<file path="config.mk">
export PLATFORM = sky130hd
export DESIGN_NAME = fwd_scoreboard
export DESIGN_NICKNAME = d
export VERILOG_FILES = /design/src/rtl/fwd_pkg.sv /design/src/rtl/fwd_src_match.sv /design/src/rtl/fwd_scoreboard.sv
export SDC_FILE = /design/constraint.sdc
export NUM_CORES = 1
export LEC_CHECK = 0
export CAP_MARGIN = 20
export CORE_MARGIN = 2
export CORE_UTILIZATION = 51
export CTS_CLUSTER_SIZE = 8
export DETAILED_ROUTE_END_ITERATION = 8
export PLACE_DENSITY = 0.86
export SYNTH_ARGS = -nofsm -noshare
export SYNTH_HDL_FRONTEND = slang
export SYNTH_SLANG_ARGS = --single-unit
export TNS_END_PERCENT = 1
</file>
<file path="constraint.sdc">
create_clock -name clk -period 3.9 [get_ports clk]
set_input_delay 0.585 -clock clk [delete_from_list [all_inputs] [get_ports clk]]
set_output_delay 0.585 -clock clk [all_outputs]
set_load 0.1 [all_outputs]
</file>
<file path="src/rtl/fwd_pkg.sv">
// fwd_pkg: shared types and constants for the EX-stage forwarding scoreboard.
// Entry fields are sized for the largest supported configuration
// (register address width up to FWD_RD_W, positions up to 2**FWD_POS_W-1).
// Modules zero-extend their narrower fields into these.
package fwd_pkg;

  localparam int FWD_RD_W  = 8;
  localparam int FWD_POS_W = 4;

  // Select value meaning "use register-file data".
  localparam logic [FWD_POS_W-1:0] FWD_SEL_RF    = 4'd0;
  // Scoreboard positions after EX.
  localparam logic [FWD_POS_W-1:0] FWD_POS_MEM   = 4'd1;
  localparam logic [FWD_POS_W-1:0] FWD_POS_WB    = 4'd2;
  localparam logic [FWD_POS_W-1:0] FWD_POS_RFILE = 4'd3;

  typedef struct packed {
    logic                 valid;
    logic [FWD_RD_W-1:0]  rd;
    logic [FWD_POS_W-1:0] ready_pos;
  } fwd_entry_t;

  // Bound the first forwardable position to 1..max_pos.
  function automatic logic [FWD_POS_W-1:0] fwd_clamp_ready(
    input logic [FWD_POS_W-1:0] rdy,
    input logic [FWD_POS_W-1:0] max_pos
  );
    logic [FWD_POS_W-1:0] res;
    if (rdy == FWD_SEL_RF) begin
      res = FWD_POS_MEM;
    end else if (rdy > max_pos) begin
      res = max_pos;
    end else begin
      res = rdy;
    end
    return res;
  endfunction

endpackage

</file>
<file path="src/rtl/fwd_src_match.sv">
// fwd_src_match: priority match of one source operand against the
// scoreboard. The lowest-numbered (youngest) matching entry wins; if its
// result is not yet forwardable at that position a hazard is raised.
module fwd_src_match
  import fwd_pkg::*;
#(
  parameter int NUM_FWD_STAGES = 3,
  parameter int REG_AW         = 5,
  parameter int SEL_W          = 2
) (
  input  fwd_entry_t [NUM_FWD_STAGES:1] entries_i,
  input  logic [REG_AW-1:0]             rs_i,
  input  logic                          rs_used_i,
  output logic [SEL_W-1:0]              sel_o,
  output logic                          hazard_o
);

  logic [FWD_RD_W-1:0]  rs_ext_s;
  logic                 hit_s;
  logic [FWD_POS_W-1:0] win_pos_s;
  logic [FWD_POS_W-1:0] win_ready_s;

  assign rs_ext_s = FWD_RD_W'(rs_i);

  // Scan oldest to youngest so the youngest matching writer overwrites.
  always_comb begin
    hit_s       = 1'b0;
    win_pos_s   = FWD_SEL_RF;
    win_ready_s = FWD_SEL_RF;
    for (int p = NUM_FWD_STAGES; p >= 1; p--) begin
      if (rs_used_i && (rs_ext_s != '0) && entries_i[p].valid &&
          (entries_i[p].rd == rs_ext_s)) begin
        hit_s       = 1'b1;
        win_pos_s   = FWD_POS_W'(p);
        win_ready_s = entries_i[p].ready_pos;
      end else begin
        hit_s = hit_s;
      end
    end
  end

  // Turn the winning entry into a forward select or a not-ready hazard.
  always_comb begin
    sel_o    = SEL_W'(FWD_SEL_RF);
    hazard_o = 1'b0;
    if (!hit_s) begin
      sel_o = SEL_W'(FWD_SEL_RF);
    end else if (win_pos_s >= win_ready_s) begin
      sel_o = SEL_W'(win_pos_s);
    end else begin
      hazard_o = 1'b1;
    end
  end

endmodule

</file>
<file path="src/rtl/fwd_scoreboard.sv">
// fwd_scoreboard: operand forwarding and hazard unit for the EX stage.
// In-flight writers are tracked in an internal shift-register scoreboard.
// Optional feature macro: FWD_PERF_CNT_EN adds a saturating stall counter
// on stall_cnt_o (width CNT_W).
module fwd_scoreboard
  import fwd_pkg::*;
#(
  parameter int NUM_SRC        = 2,
  parameter int NUM_FWD_STAGES = 3,
  parameter int REG_AW         = 5,
  parameter int SEL_W          = $clog2(NUM_FWD_STAGES + 1)
`ifdef FWD_PERF_CNT_EN
  ,
  parameter int CNT_W          = 32
`endif
) (
  input  logic                           clk,
  input  logic                           rst_n,
  input  logic                           ex_valid_i,
  input  logic [REG_AW-1:0]              ex_rd_i,
  input  logic                           ex_regwrite_i,
  input  logic [SEL_W-1:0]               ex_ready_stage_i,
  input  logic [NUM_SRC-1:0][REG_AW-1:0] ex_rs_i,
  input  logic [NUM_SRC-1:0]             ex_rs_used_i,
  input  logic                           flush_i,
  output logic [NUM_SRC-1:0][SEL_W-1:0]  fwd_sel_o,
  output logic                           stall_o
`ifdef FWD_PERF_CNT_EN
  ,
  output logic [CNT_W-1:0]               stall_cnt_o
`endif
);

  fwd_entry_t [NUM_FWD_STAGES:1] sb_q;
  fwd_entry_t [NUM_FWD_STAGES:1] sb_d;
  fwd_entry_t                    ex_entry_s;
  logic [NUM_SRC-1:0]            hazard_s;
  logic                          stall_s;

  // Qualified EX writer as it would enter position 1.
  always_comb begin
    ex_entry_s.valid     = ex_valid_i & ex_regwrite_i & (ex_rd_i != '0);
    ex_entry_s.rd        = FWD_RD_W'(ex_rd_i);
    ex_entry_s.ready_pos = fwd_clamp_ready(FWD_POS_W'(ex_ready_stage_i),
                                           FWD_POS_W'(NUM_FWD_STAGES));
  end

  for (genvar g = 0; g < NUM_SRC; g++) begin : g_src
    fwd_src_match #(
      .NUM_FWD_STAGES (NUM_FWD_STAGES),
      .REG_AW         (REG_AW),
      .SEL_W          (SEL_W)
    ) u_match (
      .entries_i (sb_q),
      .rs_i      (ex_rs_i[g]),
      .rs_used_i (ex_rs_used_i[g]),
      .sel_o     (fwd_sel_o[g]),
      .hazard_o  (hazard_s[g])
    );
  end

  // A flushed instruction never stalls.
  assign stall_s = (|hazard_s) & ex_valid_i & ~flush_i;
  assign stall_o = stall_s;

  // Advance the scoreboard; a stalled or flushed EX slot becomes a bubble.
  always_comb begin
    sb_d = sb_q;
    if (!stall_s && !flush_i) begin
      sb_d[1] = ex_entry_s;
    end else begin
      sb_d[1] = '0;
    end
    for (int k = 2; k <= NUM_FWD_STAGES; k++) begin
      sb_d[k] = sb_q[k-1];
    end
  end

  // Scoreboard state register.
  always_ff @(posedge clk or negedge rst_n) begin
    if (!rst_n) begin
      sb_q <= '0;
    end else begin
      sb_q <= sb_d;
    end
  end

`ifdef FWD_PERF_CNT_EN
  logic [CNT_W-1:0] cnt_q;
  logic [CNT_W-1:0] cnt_d;

  // Count stall cycles, holding at all ones.
  always_comb begin
    cnt_d = cnt_q;
    if (stall_s && (cnt_q != '1)) begin
      cnt_d = cnt_q + {{(CNT_W-1){1'b0}}, 1'b1};
    end else begin
      cnt_d = cnt_q;
    end
  end

  // Stall counter register.
  always_ff @(posedge clk or negedge rst_n) begin
    if (!rst_n) begin
      cnt_q <= '0;
    end else begin
      cnt_q <= cnt_d;
    end
  end

  assign stall_cnt_o = cnt_q;
`endif

endmodule

</file>
* Word-level counts from Yosys, hierarchy flattened
Index checks and enable logic that the tools add are counted.
** Storage, ports and cells
- Flip-flop bits (word level) :: 39
- Logic and storage cells :: 72
** Operators by class
- Order comparisons :: 2
- Equality and inequality tests :: 6
- Multiplexer cells :: 28
- Bitwise gates (word level) :: 5
- Reductions and logical operators :: 22
** Operators with widths (count)
- == test 8 x 5 -> 1 bit :: 6
- two-way mux 4 bit :: 6
- two-way mux 2 bit :: 11
- nonzero test 8 bit :: 2
- logical AND 1 bit :: 15
- two-way mux 13 bit :: 1
- two-way mux 1 bit :: 10
- >= comparator 2 x 4 -> 1 bit :: 2
- nonzero test 5 bit :: 1
- bitwise AND 1 bit :: 4
- zero test 1 bit :: 2
- zero test 2 bit :: 1
- OR reduction 2 bit :: 1
- inverter 1 bit :: 1

* Longest topological paths before layout
Gate-level depths: netlist of run 1.
- Word-level depth :: 16
- Gate-level depth with buffers :: 12
- Gate-level depth less buffers :: 11

* Modules after synthesis
A second synthesis of run 1 with hierarchy kept.
** Second synthesis, totals
- Cell total of the unflattened synthesis :: 144
- Area total of the unflattened synthesis :: 1620.3 µm²
** Modules (own cells, without submodules)
- fwd_src_match :: instances 2, cells an instance 53, area an instance 465.4 µm², seq. area each 0.0 µm²
- fwd_scoreboard :: instances 1, cells an instance 38, area an instance 689.4 µm², seq. area each 600.6 µm²

* Least setup slack after synthesis of run 1
No wires, ideal clock.
- Path type :: input -> output
- From :: input ex_rs_i[6] (netlist bit)
- To :: output fwd_sel_o[3] (netlist bit)
- Data arrival time :: 4.030 ns
- Required time :: 3.315 ns
- Slack :: -0.715 ns
- Cell stages on the path :: 9
- Path buffers :: 0
- Cell sequence :: xor2_1 -> nor4_4 -> nand4_4 -> mux2_2 -> o21ai_1 -> ha_1 -> nand2b_1 -> a21oi_1 -> nor3_1
** RTL lines
- from (decl) :: RTL line fwd_scoreboard.sv:23 : input logic [NUM_SRC-1:0][REG_AW-1:0] ex_rs_i,
- to (decl) :: RTL line fwd_scoreboard.sv:26 : output logic [NUM_SRC-1:0][SEL_W-1:0] fwd_sel_o,

* Final worst setup path of run 1
- From :: input ex_rs_used_i[0]
- To :: output stall_o
** Between the ends
- Cells in the longest elaborated chain, start to end :: 12
** RTL lines
- from (decl) :: RTL line fwd_scoreboard.sv:24 : input logic [NUM_SRC-1:0] ex_rs_used_i,
- logical AND 1 bit (*) :: RTL line fwd_src_match.sv:31 : if (rs_used_i && (rs_ext_s != '0) && entries_i[p].valid &&
- logical AND 1 bit (2 in a row) :: RTL line fwd_src_match.sv:31
- two-way mux 2 bit / two-way mux 4 bit (equally long branches) (3 in a row) :: RTL line fwd_src_match.sv:31
- >= comparator 2 x 4 -> 1 bit :: RTL line fwd_src_match.sv:48 : end else if (win_pos_s >= win_ready_s) begin
- two-way mux 1 bit :: RTL line fwd_src_match.sv:48
- two-way mux 1 bit (*) :: RTL line fwd_src_match.sv:46 : if (!hit_s) begin
- OR reduction 2 bit (*) :: RTL line fwd_scoreboard.sv:63 : assign stall_s = (|hazard_s) & ex_valid_i & ~flush_i;
- bitwise AND 1 bit (*) (2 in a row) :: RTL line fwd_scoreboard.sv:63
- to (decl) :: RTL line fwd_scoreboard.sv:27 : output logic stall_o
Every way passes the cells marked *; elsewhere a longest branch is shown, timed or not.

==> metrics.md, run 1 <==
| Metric | Value |
|---|---|
| Critical Path AT | 3.15 ns |
| Hold Crit Class | flop to flop |
| Die W | 58.1 µm |
| Initial DRC count | 30 |
| Area growth, synth to finish | 44.7% |
| Worst setup path class | input pin to output pin |
| Slew Limit Fails | 0 |
| Drt first pass iters | 4 |
| Gr usage total | 0.258 |
| Post-placement cell area | 2050 µm² |
| Hold_buf cts | 0 |
| Final wirelength | 4030 µm |
| CTS Buffer Depth | 2 |
| GR Overflow Total | 0 |
| Root Driver | clkbuf_4 |
| Crit path capture type | output pin |
| Sequential-to-total area share from yosys stat | 0.402 |
| R2R Setup Slk | 0.99 ns |
| Crit-path max FO | 2 |
| I/O pins | 29 |
| Highest Clock Rate | 267 MHz |
| CTS tree | built |
| Cell count after synthesis | 135 |
| FILL cells | 169 |
| Fin. Hold Viols | 0 |
| Final worst clock skew | 0.00734 ns |
| Vias per cell | 5.76 |
| GP Congestion | 0.886 |
| H-tree depth | 1 |
| Cell Pwr Density | 269 nW/µm² |
| Crit share post-route | 0.959 |
| Count leader, synth | xor2_1 |
| Chip height | 58.1 µm |
| Initial Utilization | 0.541 |
| Core area | 2760 µm² |
| Share of layout cells above drive strength 1 | 0.326 |
| Die ar. | 3380 µm² |
| Avg WL per Cell | 18.0 µm |
| Final setup viols | 0 |
| Synth warn | 0 |
| Cell taking the most area after synthesis | dfrtp_1 |
| Number of port buffers | 28 |
| Measured slew at the worst slew-check pin | 0.387 ns |
| DRC viols | 0 |
| Cell row count | 19 |
| Largest net degree at the start of global routing | 25 |
| Cell variety after synth | 38 |
| Post-synth top cells | xor2_1, dfrtp_1, nand2_1 |
| Max-Cap Viols | 0 |
| Status | complete, no violations |
| Footprint of the multi-input gates | 932 µm² |
| Req. time, crit path | 3.31 ns |
| Final nets | 222 |
| Synthesized cell area | 1490 µm² |
| RSZ-0062 raised after global routing | false |
| Register area | 601 µm² |
| Leak pwr | 0.000962 µW |
| TritonCTS Buffers | 3 |
| Fin crit period | 3.74 ns |
| Clock Pin Slew Worst Setup and Hold Paths | 0.14 ns |
| Initial antenna violation count | 0 |
| Post-synthesis net count | 163 |
| Design Area, Final | 2160 µm² |
| EDFF count, synth | 0 |
| # diodes | 0 |
| Antenna viol nets, final | 0 |
| Detailed placement HPWL | 3110 µm |
| Flops & latches, synth | 24 |
| CP Launch Type | input pin |
| First-pass GRT wire length | 6550 µm |
| Vias after detailed routing | 1291 |
| Worst-skew pair later-pin latency | 0.32 ns |
| Tot Pwr | 582 µW |
| Largest cells by area after synthesis | dfrtp_1, xor2_1, ha_1 |
| Syn Area/Cell | 11.1 µm² |
| Clock sink count | 24 |
| Post-synth top area share | 0.402 |
| Prevailing post-synth register cell | dfrtp_1 |
| Vias in the first global route | 1422 |
| Max VDD drop | 0.395 mV |
| Normalized max-slew margin | 0.742 |
| Synth async-reset ratio | 1.00 |
what timing repair did:
item,in CTS,in global routing
setup buffers,0,1
resized for setup,17,20
pin swaps,5,12
setup endpoints to repair,2,1
report_power, final:
part | switching (µW) | internal (µW) | total, µW | leakage [µW]
sequential | 17.4 | 264 | 282 | 0.000296
clock | 77.4 | 104 | 181 | 0.0000279
combinational | 62.3 | 56.2 | 118 | 0.000639
per-stage QoR:
stage | cells | hold WS [ns] | utilization | TNS [ns] | worst slack, ns
floorplan | 135 | 0.289 | - | -0.827 | -0.677
global placement | 218 | 0.358 | 0.744 | -0.262 | -0.262
detailed placement | 218 | 0.371 | 0.744 | -0.354 | -0.329
CTS | 222 | 0.393 | 0.770 | 0 | 0.00437
global route | 224 | 0.403 | 0.783 | 0 | 0.00852
finish | 224 | 0.393 | 0.783 | 0 | 0.160
cell families (layout without fill, tap and decap cells):
group	count (synthesis)	in the layout	share of synthesized area
AND/OR/NAND/NOR	46	46	0.231
multiplexers	6	6	0.0419
buffers and inverters	6	64	0.0151
AO/OA/AOI/OAI	19	19	0.101
adder cells (fa/ha/maj)	4	4	0.0335
flip-flops	24	24	0.402
XOR/XNOR	30	30	0.176
cell type report:
| type | count | share of cell area |
|---|---|---|
| Sequential cell | 24 | 0.278 |
| Inverter | 5 | 0.00869 |
| Timing Repair Buffer | 55 | 0.239 |
| Clock buffer | 3 | 0.0104 |
| Tap cell | 31 | 0.0180 |
| Multi-Input combinational cell | 105 | 0.432 |
| Clock inverter | 1 | 0.0139 |
critical path, cell delays in order:
cell	delay, ns
clkdlybuf4s50_1	0.51
nand2_1	0.11
nor4_4	0.19
nand3_1	0.13
mux2_1	0.32
a21oi_1	0.15
ha_1	0.23
nand2b_1	0.16
a21o_1	0.20
a31o_1	0.21
a21oi_2	0.17
buf_12	0.19
path summary, 6_finish.rpt:
check | depth (start not counted) | startpoint | end
max | 12 | ex_rs_used_i[0] | stall_o
min | 0 | sb_d[27] | sb_q[27]
max reg2reg | 12 | sb_d[32] | sb_d[13]
min reg2reg | 0 | sb_d[27] | sb_q[27]
max in group asynchronous | 2 | rst_n | sb_d[27]
min in group asynchronous | 1 | rst_n | sb_q[34]
cell usage in the layout (no fill, tap or decap), types with 2 or more instances in the layout:
master and instances:
a211oi_2 2, a21boi_1 2, a21oi_1 5, and2_1 4, buf_12 5, buf_4 26, clkbuf_2 6, clkbuf_4 3
clkdlybuf4s50_1 12, dfrtp_1 24, dlygate4sd2_1 3, ha_1 4, inv_1 5, mux2i_1 4, nand2_1 6, nand2b_1 2
nand3_1 5, nand4_1 2, nor2_1 3, nor2b_1 2, nor3b_1 6, nor4_2 2, nor4_4 5, xnor2_1 4
xor2_1 25
metal layers:
layer | global-route usage | part of all wire | up-vias
li1 | - | - | 603
met1 | 0.321 | 0.40 | 636
met2 | 0.464 | 0.54 | 48
met3 | 0.0536 | 0.057 | 4
met4 | 0.0432 | 0.0052 | 0
met5 | 0 | 0 | -
sequential cells by signal, summed over array words and instances, names as in the netlist:
register  cells
sb_d         16
sb_q          8
(Power assumes the default switching activity.)
==> run 2: changes to the inputs <==
--- a/config.mk
+++ b/config.mk
@@ -5,12 +5,11 @@
 export SDC_FILE = /design/constraint.sdc
 export NUM_CORES = 1
 export LEC_CHECK = 0
-export CAP_MARGIN = 20
 export CORE_MARGIN = 2
 export CORE_UTILIZATION = 51
-export CTS_CLUSTER_SIZE = 8
 export DETAILED_ROUTE_END_ITERATION = 8
 export PLACE_DENSITY = 0.86
+export SLEW_MARGIN = 10
 export SYNTH_ARGS = -nofsm -noshare
 export SYNTH_HDL_FRONTEND = slang
 export SYNTH_SLANG_ARGS = --single-unit
==> run 2 against run 1 <==
  * Design area fell by 0.98%
  * Hold slack improved by 0.0048 ns
  * First-iteration DRC count is 10% higher
  * Setup slack worse by 0.012 ns
  * Sequential share of layout area up 0.28 points
  * Clock skew shrank 0.0017 ns
  * Die area did not move
  * Global-route usage stayed put
  * Count of clock-buffer cells in the layout stayed put
  * Sequential power barely moved
  * Non-clock buffer count fell by 1
  * Wire length decreased by 0.97%
  * Highest routed layer unchanged
==> metrics.md, run 2 (synthesized netlist as in run 1, its figures left out) <==
| Metric | Value |
|---|---|
| Final worst clock skew | 0.00567 ns (-0.00168 ns) |
| Max VDD drop | 0.389 mV (-1.4%) |
| Cell Pwr Density | 269 nW/µm² (about the same) |
| Clock sink count | 24 (unchanged) |
| Endpoint, Worst Hold | sb_q[27] |
| Initial antenna violation count | 0 (unchanged) |
| Fin. Hold Viols | 0 (unchanged) |
| CTS Buffer Depth | 2 (unchanged) |
| Normalized max-slew margin | 0.315 (-0.426) |
| Post-Place Setup Slack | -0.329 ns (unchanged) |
| Final worst slack | 0.148 ns (-0.0124 ns) |
| Chip height | 58.1 µm (unchanged) |
| CP bufs+invs | 3 (+1) |
| Largest net degree at the start of global routing | 25 (unchanged) |
| Setup crit start | ex_rs_i[8] |
| Commonest non-fill, non-tap cell in the layout | buf_4 |
| Switching share of power | 0.268 (-0.00243) |
| Final setup viols | 0 (unchanged) |
| Measured slew at the worst slew-check pin | 1.02 ns (+0.636 ns) |
| Avg WL per Cell | 17.9 µm (-0.52%) |
| Number of port buffers | 28 (unchanged) |
| Worst Min Path Start | sb_d[27] |
| Area growth, synth to finish | 43.3% |
| Die ar. | 3380 µm² (unchanged) |
| Vias in the first global route | 1422 (unchanged) |
| Worst r2r dst | sb_d[13] |
| Root Driver | clkbuf_4 |
| GP Congestion | 0.886 (unchanged) |
| Non-filler cells, final | 223 (-0.45%) |
| Placed Cells | 218 (unchanged) |
| Fin crit period | 3.75 ns (+0.0124 ns) |
| Final nets | 221 (-0.45%) |
| Initial Utilization | 0.541 (unchanged) |
| Vias after detailed routing | 1274 (-1.3%) |
| Register-to-Register Path Depth | 12 (unchanged) |
| GR Overflow Total | 0 (unchanged) |
| Clock power share | 0.310 (-0.002) |
| Core area | 2760 µm² (unchanged) |
| Req. time, crit path | 3.31 ns (about the same) |
| Gate power share | 0.201 (-0.003) |
| Leak pwr | 0.000953 µW (-1.0%) |
| Max-Cap Viols | 0 (unchanged) |
| Worst-skew pair later-pin latency | 0.32 ns (about the same) |
| Status | complete, no violations |
| Tot Pwr | 576 µW (-0.94%) |
| H-tree depth | 1 (unchanged) |
| Max FFs per register | 16 (unchanged) |
| Clock Pin Slew Worst Setup and Hold Paths | 0.13 ns (about the same) |
| Hold Crit Class | flop to flop |
| Most frequent cells in the layout | buf_4, xor2_1, dfrtp_1 |
| R2r startpoint | sb_d[32] |
| CP Launch Type | input pin |
| TritonCTS Buffers | 3 (unchanged) |
| Gr usage total | 0.258 (unchanged) |
| First-pass GRT wire length | 6550 µm (unchanged) |
| Reg power frac | 0.489 (+0.004) |
| Worst stage delay on the critical path | 0.31 ns (-0.20 ns) |
| Pint | 422 µW (-0.61%) |
| Drt first pass iters | 4 (unchanged) |
| DRC viols | 0 (unchanged) |
| Die W | 58.1 µm (unchanged) |
| Cell with the largest stage delay on the worst path | a311o_1 |
| Top Family by Delay on Critical Path | compound AO/OA/AOI/OAI gates |
| Crit share post-route | 0.962 (+0.00318) |
| Final wirelength | 3990 µm (-0.97%) |
| # diodes | 0 (unchanged) |
| Critical Path AT | 3.17 ns (+0.02 ns) |
| Share of layout cells above drive strength 1 | 0.323 (-0.00351) |
| Detailed placement HPWL | 3110 µm (unchanged) |
| Switching power | 154 µW (-1.8%) |
| Crit path capture type | output pin |
| Antenna viol nets, final | 0 (unchanged) |
| CTS tree | built |
| Worst setup path class | input pin to output pin |
| Highest Clock Rate | 267 MHz (-0.33%) |
| R2R Setup Slk | 0.96 ns (-0.03 ns) |
| CP cell instances | dlygate4sd2_1, buf_4, xor2_1, a211oi_2, nand3_1, mux2_2, o21ai_1, ha_1, nand2b_1, and2_1, a311o_1, a21oi_2, buf_12 |
| Slew Limit Fails | 0 (unchanged) |
| Vias per cell | 5.71 (-0.87%) |
| I/O pins | 29 (unchanged) |
| Initial DRC count | 33 (+10%) |
| Hold depth | 0 (unchanged) |
| WHS | 0.397 ns (+0.00477 ns) |
| Cell row count | 19 (unchanged) |
| Crit-path max FO | 3 (+1) |
## run 2: cell types whose count changed in the layout (fill, tap and decap cells not counted)
| cell | delta |
|---|---|
| buf_16 | -1 |
| clkbuf_2 | -1 |
| dlygate4sd2_1 | +1 |
| nor2b_1 | -1 |
| nor2b_2 | +1 |
## run 2: timing repair
item,4_1_cts,5_1_grt
buffers inserted,0,1
hold buffers,0,0
pin swaps,5,11
gates resized for setup,17,19
setup endpoints to repair,2,1
## run 2: metal layers
layer | global-route usage | up-vias | wire length [µm]
met5 | 0 | - | 0
li1 | - | 599 | -
met3 | 0.0536 | 6 | 189
met2 | 0.464 | 33 | 2100
met1 | 0.321 | 636 | 1640
met4 | 0.0432 | 0 | 55
## run 2: layout make-up
cell class | count | area (µm²)
repair buffers | 54 | 493
well taps | 31 | 38.8
fillers | 168 | 619
flip-flops and latches | 24 | 601
clock buffers | 3 | 22.5
clock inverters | 1 | 30.0
inverters | 5 | 18.8
multi-input cells | 105 | 935
## run 2: metrics by stage
step | instance area (µm²) | TNS [ns] | util
floorplan | 1500 | -0.827 | -
global placement | 2050 | -0.262 | 0.744
detailed placement | 2050 | -0.354 | 0.744
CTS | 2120 | 0 | 0.770
global route | 2140 | -0.00802 | 0.775
finish | 2140 | 0 | 0.775
## run 2: worst max-delay path by stage
stage | to | slack [ns] | cells after the start
floorplan | stall_o | -0.68 | 10
global placement | stall_o | -0.26 | 14
detailed placement | stall_o | -0.33 | 14
CTS | stall_o | 0.004 | 12
global route | stall_o | -0.008 | 14
finish | stall_o | 0.15 | 13
## run 2: power by group through the flow
stage	Combinational (µW)	Sequential, µW	Clock (µW)
after global placement	105	284	0
after floorplan	51.1	281	0
final	116	282	179
after CTS	112	281	183
after global routing	124	283	192
after detailed placement	111	286	0
==> run 3: changes to the inputs <==
--- a/config.mk
+++ b/config.mk
@@ -5,10 +5,11 @@
 export SDC_FILE = /design/constraint.sdc
 export NUM_CORES = 1
 export LEC_CHECK = 0
-export CORE_MARGIN = 2
-export CORE_UTILIZATION = 51
+export CORE_MARGIN = 10
+export CORE_UTILIZATION = 53
+export CTS_BUF_LIST = sky130_fd_sc_hd__clkbuf_8
 export DETAILED_ROUTE_END_ITERATION = 8
-export PLACE_DENSITY = 0.86
+export PLACE_DENSITY = 0.88
 export SLEW_MARGIN = 10
 export SYNTH_ARGS = -nofsm -noshare
 export SYNTH_HDL_FRONTEND = slang
==> run 3 against run 2 <==
  * Via count grew 4.2%
  * Clock power is 21% higher
  * First-iteration DRC count grew 130%
  * Wire length up 6.3%
  * Critical endpoint unchanged
  * Highest routed layer unchanged
==> metrics.md, run 3 (synthesized netlist as in run 1, its figures left out) <==
| Metric | Value |
|---|---|
| Share of layout cells above drive strength 1 | 0.309 (-0.0136) |
| Switching power | 156 µW (+1.5%) |
| Cell Pwr Density | 284 nW/µm² (+5.4%) |
| Initial DRC count | 77 (+130%) |
| Die ar. | 5340 µm² (+58%) |
| Worst stage delay on the critical path | 0.32 ns (about the same) |
| Crit-path max FO | 4 (+1) |
| Worst-skew pair later-pin latency | 0.27 ns (-0.05 ns) |
| Largest net degree at the start of global routing | 25 (unchanged) |
| Highest Clock Rate | 259 MHz (-3.0%) |
| GP Congestion | 0.853 (-3.7%) |
| DRC viols | 0 (unchanged) |
| Crit path capture type | output pin |
| Switching share of power | 0.255 (-0.0125) |
| First-pass GRT wire length | 7200 µm (+10%) |
| Hold_buf cts | 0 (unchanged) |
| GR peak layer | met2 |
| Clock Pin Slew Worst Setup and Hold Paths | 0.08 ns (-0.05 ns) |
| Hold Crit Class | flop to flop |
| Critical Path Most Common Cell | buf_4 |
| # diodes | 0 (unchanged) |
| Max FFs per register | 16 (unchanged) |
| Area growth, synth to finish | 44.6% |
| Grt met1 use | 0.192 (-0.129) |
| Measured slew at the worst slew-check pin | 1.07 ns (+0.0438 ns) |
| Final wirelength | 4250 µm (+6.3%) |
| Setup tns final | 0 ns (unchanged) |
| Initial antenna violation count | 0 (unchanged) |
| Detailed placement HPWL | 3250 µm (+4.6%) |
| Max VDD drop | 0.348 mV (-10%) |
| Final nets | 223 (+0.90%) |
| Pint | 457 µW (+8.2%) |
| Reg power frac | 0.459 (-0.030) |
| FILL cells | 154 (-8.3%) |
| Most frequent cells in the layout | buf_4, xor2_1, dfrtp_1 |
| Clock power share | 0.354 (+0.044) |
| Cell row count | 19 (unchanged) |
| Status | complete, no violations |
| GR Overflow Total | 0 (unchanged) |
| Core area | 2730 µm² (-0.86%) |
| Commonest non-fill, non-tap cell in the layout | buf_4 |
| Top Family by Delay on Critical Path | simple AND/OR/NAND/NOR gates |
| Max-Cap Viols | 0 (unchanged) |
| TritonCTS Buffers | 3 (unchanged) |
| Tot Pwr | 613 µW (+6.4%) |
| Final setup viols | 0 (unchanged) |
| Vias after detailed routing | 1327 (+4.2%) |
| Drt first pass iters | 6 (+2) |
| Clock sink count | 24 (unchanged) |
| Grt met3 use | 0.0476 (-0.00595) |
| H-tree depth | 1 (unchanged) |
| Normalized max-slew margin | 0.286 (-0.0293) |
| Root Driver | clkbuf_8 |
| Gate power share | 0.187 (-0.014) |
| CTS tree | built |
| Antenna viol nets, final | 0 (unchanged) |
| Slew Limit Fails | 0 (unchanged) |
| CP cell instances | clkdlybuf4s15_1, buf_4, xor2_1, nor4_1, buf_4, and4_4, nand2_1, o21ai_1, ha_1, nand2b_4, and2_1, a311o_1, a21oi_2, buf_12 |
| WHS | 0.383 ns (-0.0146 ns) |
| Number of port buffers | 28 (unchanged) |
| Cell with the largest stage delay on the worst path | a311o_1 |
| Fin crit period | 3.87 ns (+0.116 ns) |
| CP bufs+invs | 4 (+1) |
| Met2 usage in global routing | 0.304 (-0.161) |
| Req. time, crit path | 3.31 ns (about the same) |
| Worst setup path class | input pin to output pin |
| Final worst clock skew | 0.00223 ns (-0.00344 ns) |
| Gr usage total | 0.170 (-0.0878) |
| Vias per cell | 5.90 (+3.2%) |
| Avg WL per Cell | 18.9 µm (+5.4%) |
| Die W | 73.1 µm (+26%) |
| Initial Utilization | 0.546 (+0.00471) |
| Chip height | 73.1 µm (+26%) |
| Leak pwr | 0.000976 µW (+2.4%) |
| CP Launch Type | input pin |
| I/O pins | 29 (unchanged) |
| Critical Path AT | 3.28 ns (+0.11 ns) |
| CTS Buffer Depth | 2 (unchanged) |
| Vias in the first global route | 1479 (+4.0%) |
| Crit share post-route | 0.992 (+0.0297) |
| Fin. Hold Viols | 0 (unchanged) |
-- run 3: cell types whose count changed in the layout (fill, tap and decap cells not counted), sizes merged --
cell and change:
buf +1, clkdlybuf4s15 +1, clkdlybuf4s50 +1, dlygate4sd2 -1
-- run 3: cell type report --
| type | instances | area [µm²] | area share |
|---|---|---|---|
| clock inverter | 1 | 30.0 | 0.0139 |
| multi-input combinational | 105 | 915 | 0.424 |
| sequential | 24 | 601 | 0.278 |
| timing repair buffer | 56 | 514 | 0.238 |
| tap | 31 | 38.8 | 0.0180 |
| inverter | 5 | 18.8 | 0.00870 |
| clock buffer | 3 | 41.3 | 0.0191 |
-- run 3: worst reg2reg max path: cells and delay by family (launching register included) --
family | cells | cell delay (ns)
AO/OA/AOI/OAI | 4 | 0.83
flip-flops | 1 | 0.44
buffers and inverters | 1 | 0.19
XOR/XNOR | 1 | 0.20
AND/OR/NAND/NOR | 5 | 0.90
adder cells (fa/ha/maj) | 1 | 0.25
-- run 3: what timing repair did --
action | in CTS | in global routing
setup buffers | 2 | 1
gates resized for setup | 15 | 13
pin swaps | 5 | 10
setup endpoints to repair | 2 | 1
-- run 3: power groups by stage --
stage / Combinational [µW] / Clock, µW / Sequential, µW
global placement: 106 / 0 / 284
detailed placement: 111 / 0 / 286
finish: 115 / 217 / 281
floorplan: 51.1 / 0 / 281
global route: 123 / 228 / 284
CTS: 113 / 220 / 281
-- run 3: worst paths after layout --
path,start,end,slack (ns),cells past startpoint
min,sb_d[27],sb_q[27],0.38,0
min reg2reg,sb_d[27],sb_q[27],0.38,0
max,ex_rs_i[8],stall_o,0.03,14
max reg2reg,sb_d[19],sb_d[13],0.97,12
min in group asynchronous,rst_n,sb_d[34],0.89,1
max in group asynchronous,rst_n,sb_q[32],2.37,1
-- run 3: per-layer routing --
| layer | wire [µm] | up-vias |
|---|---|---|
| li1 | - | 613 |
| met1 | 1680 | 645 |
| met2 | 2190 | 52 |
| met3 | 259 | 17 |
| met4 | 116 | 0 |
| met5 | 0 | - |
-- run 3: per-stage QoR --
step                setup slack (ns)  area [µm²]  cells  utilization
floorplan                     -0.677        1500    135            -
global placement              -0.269        2050    218        0.750
detailed placement            -0.339        2050    218        0.750
CTS                          0.00548        2160    224        0.789
global route                -0.00251        2160    225        0.789
finish                        0.0319        2160    225        0.789
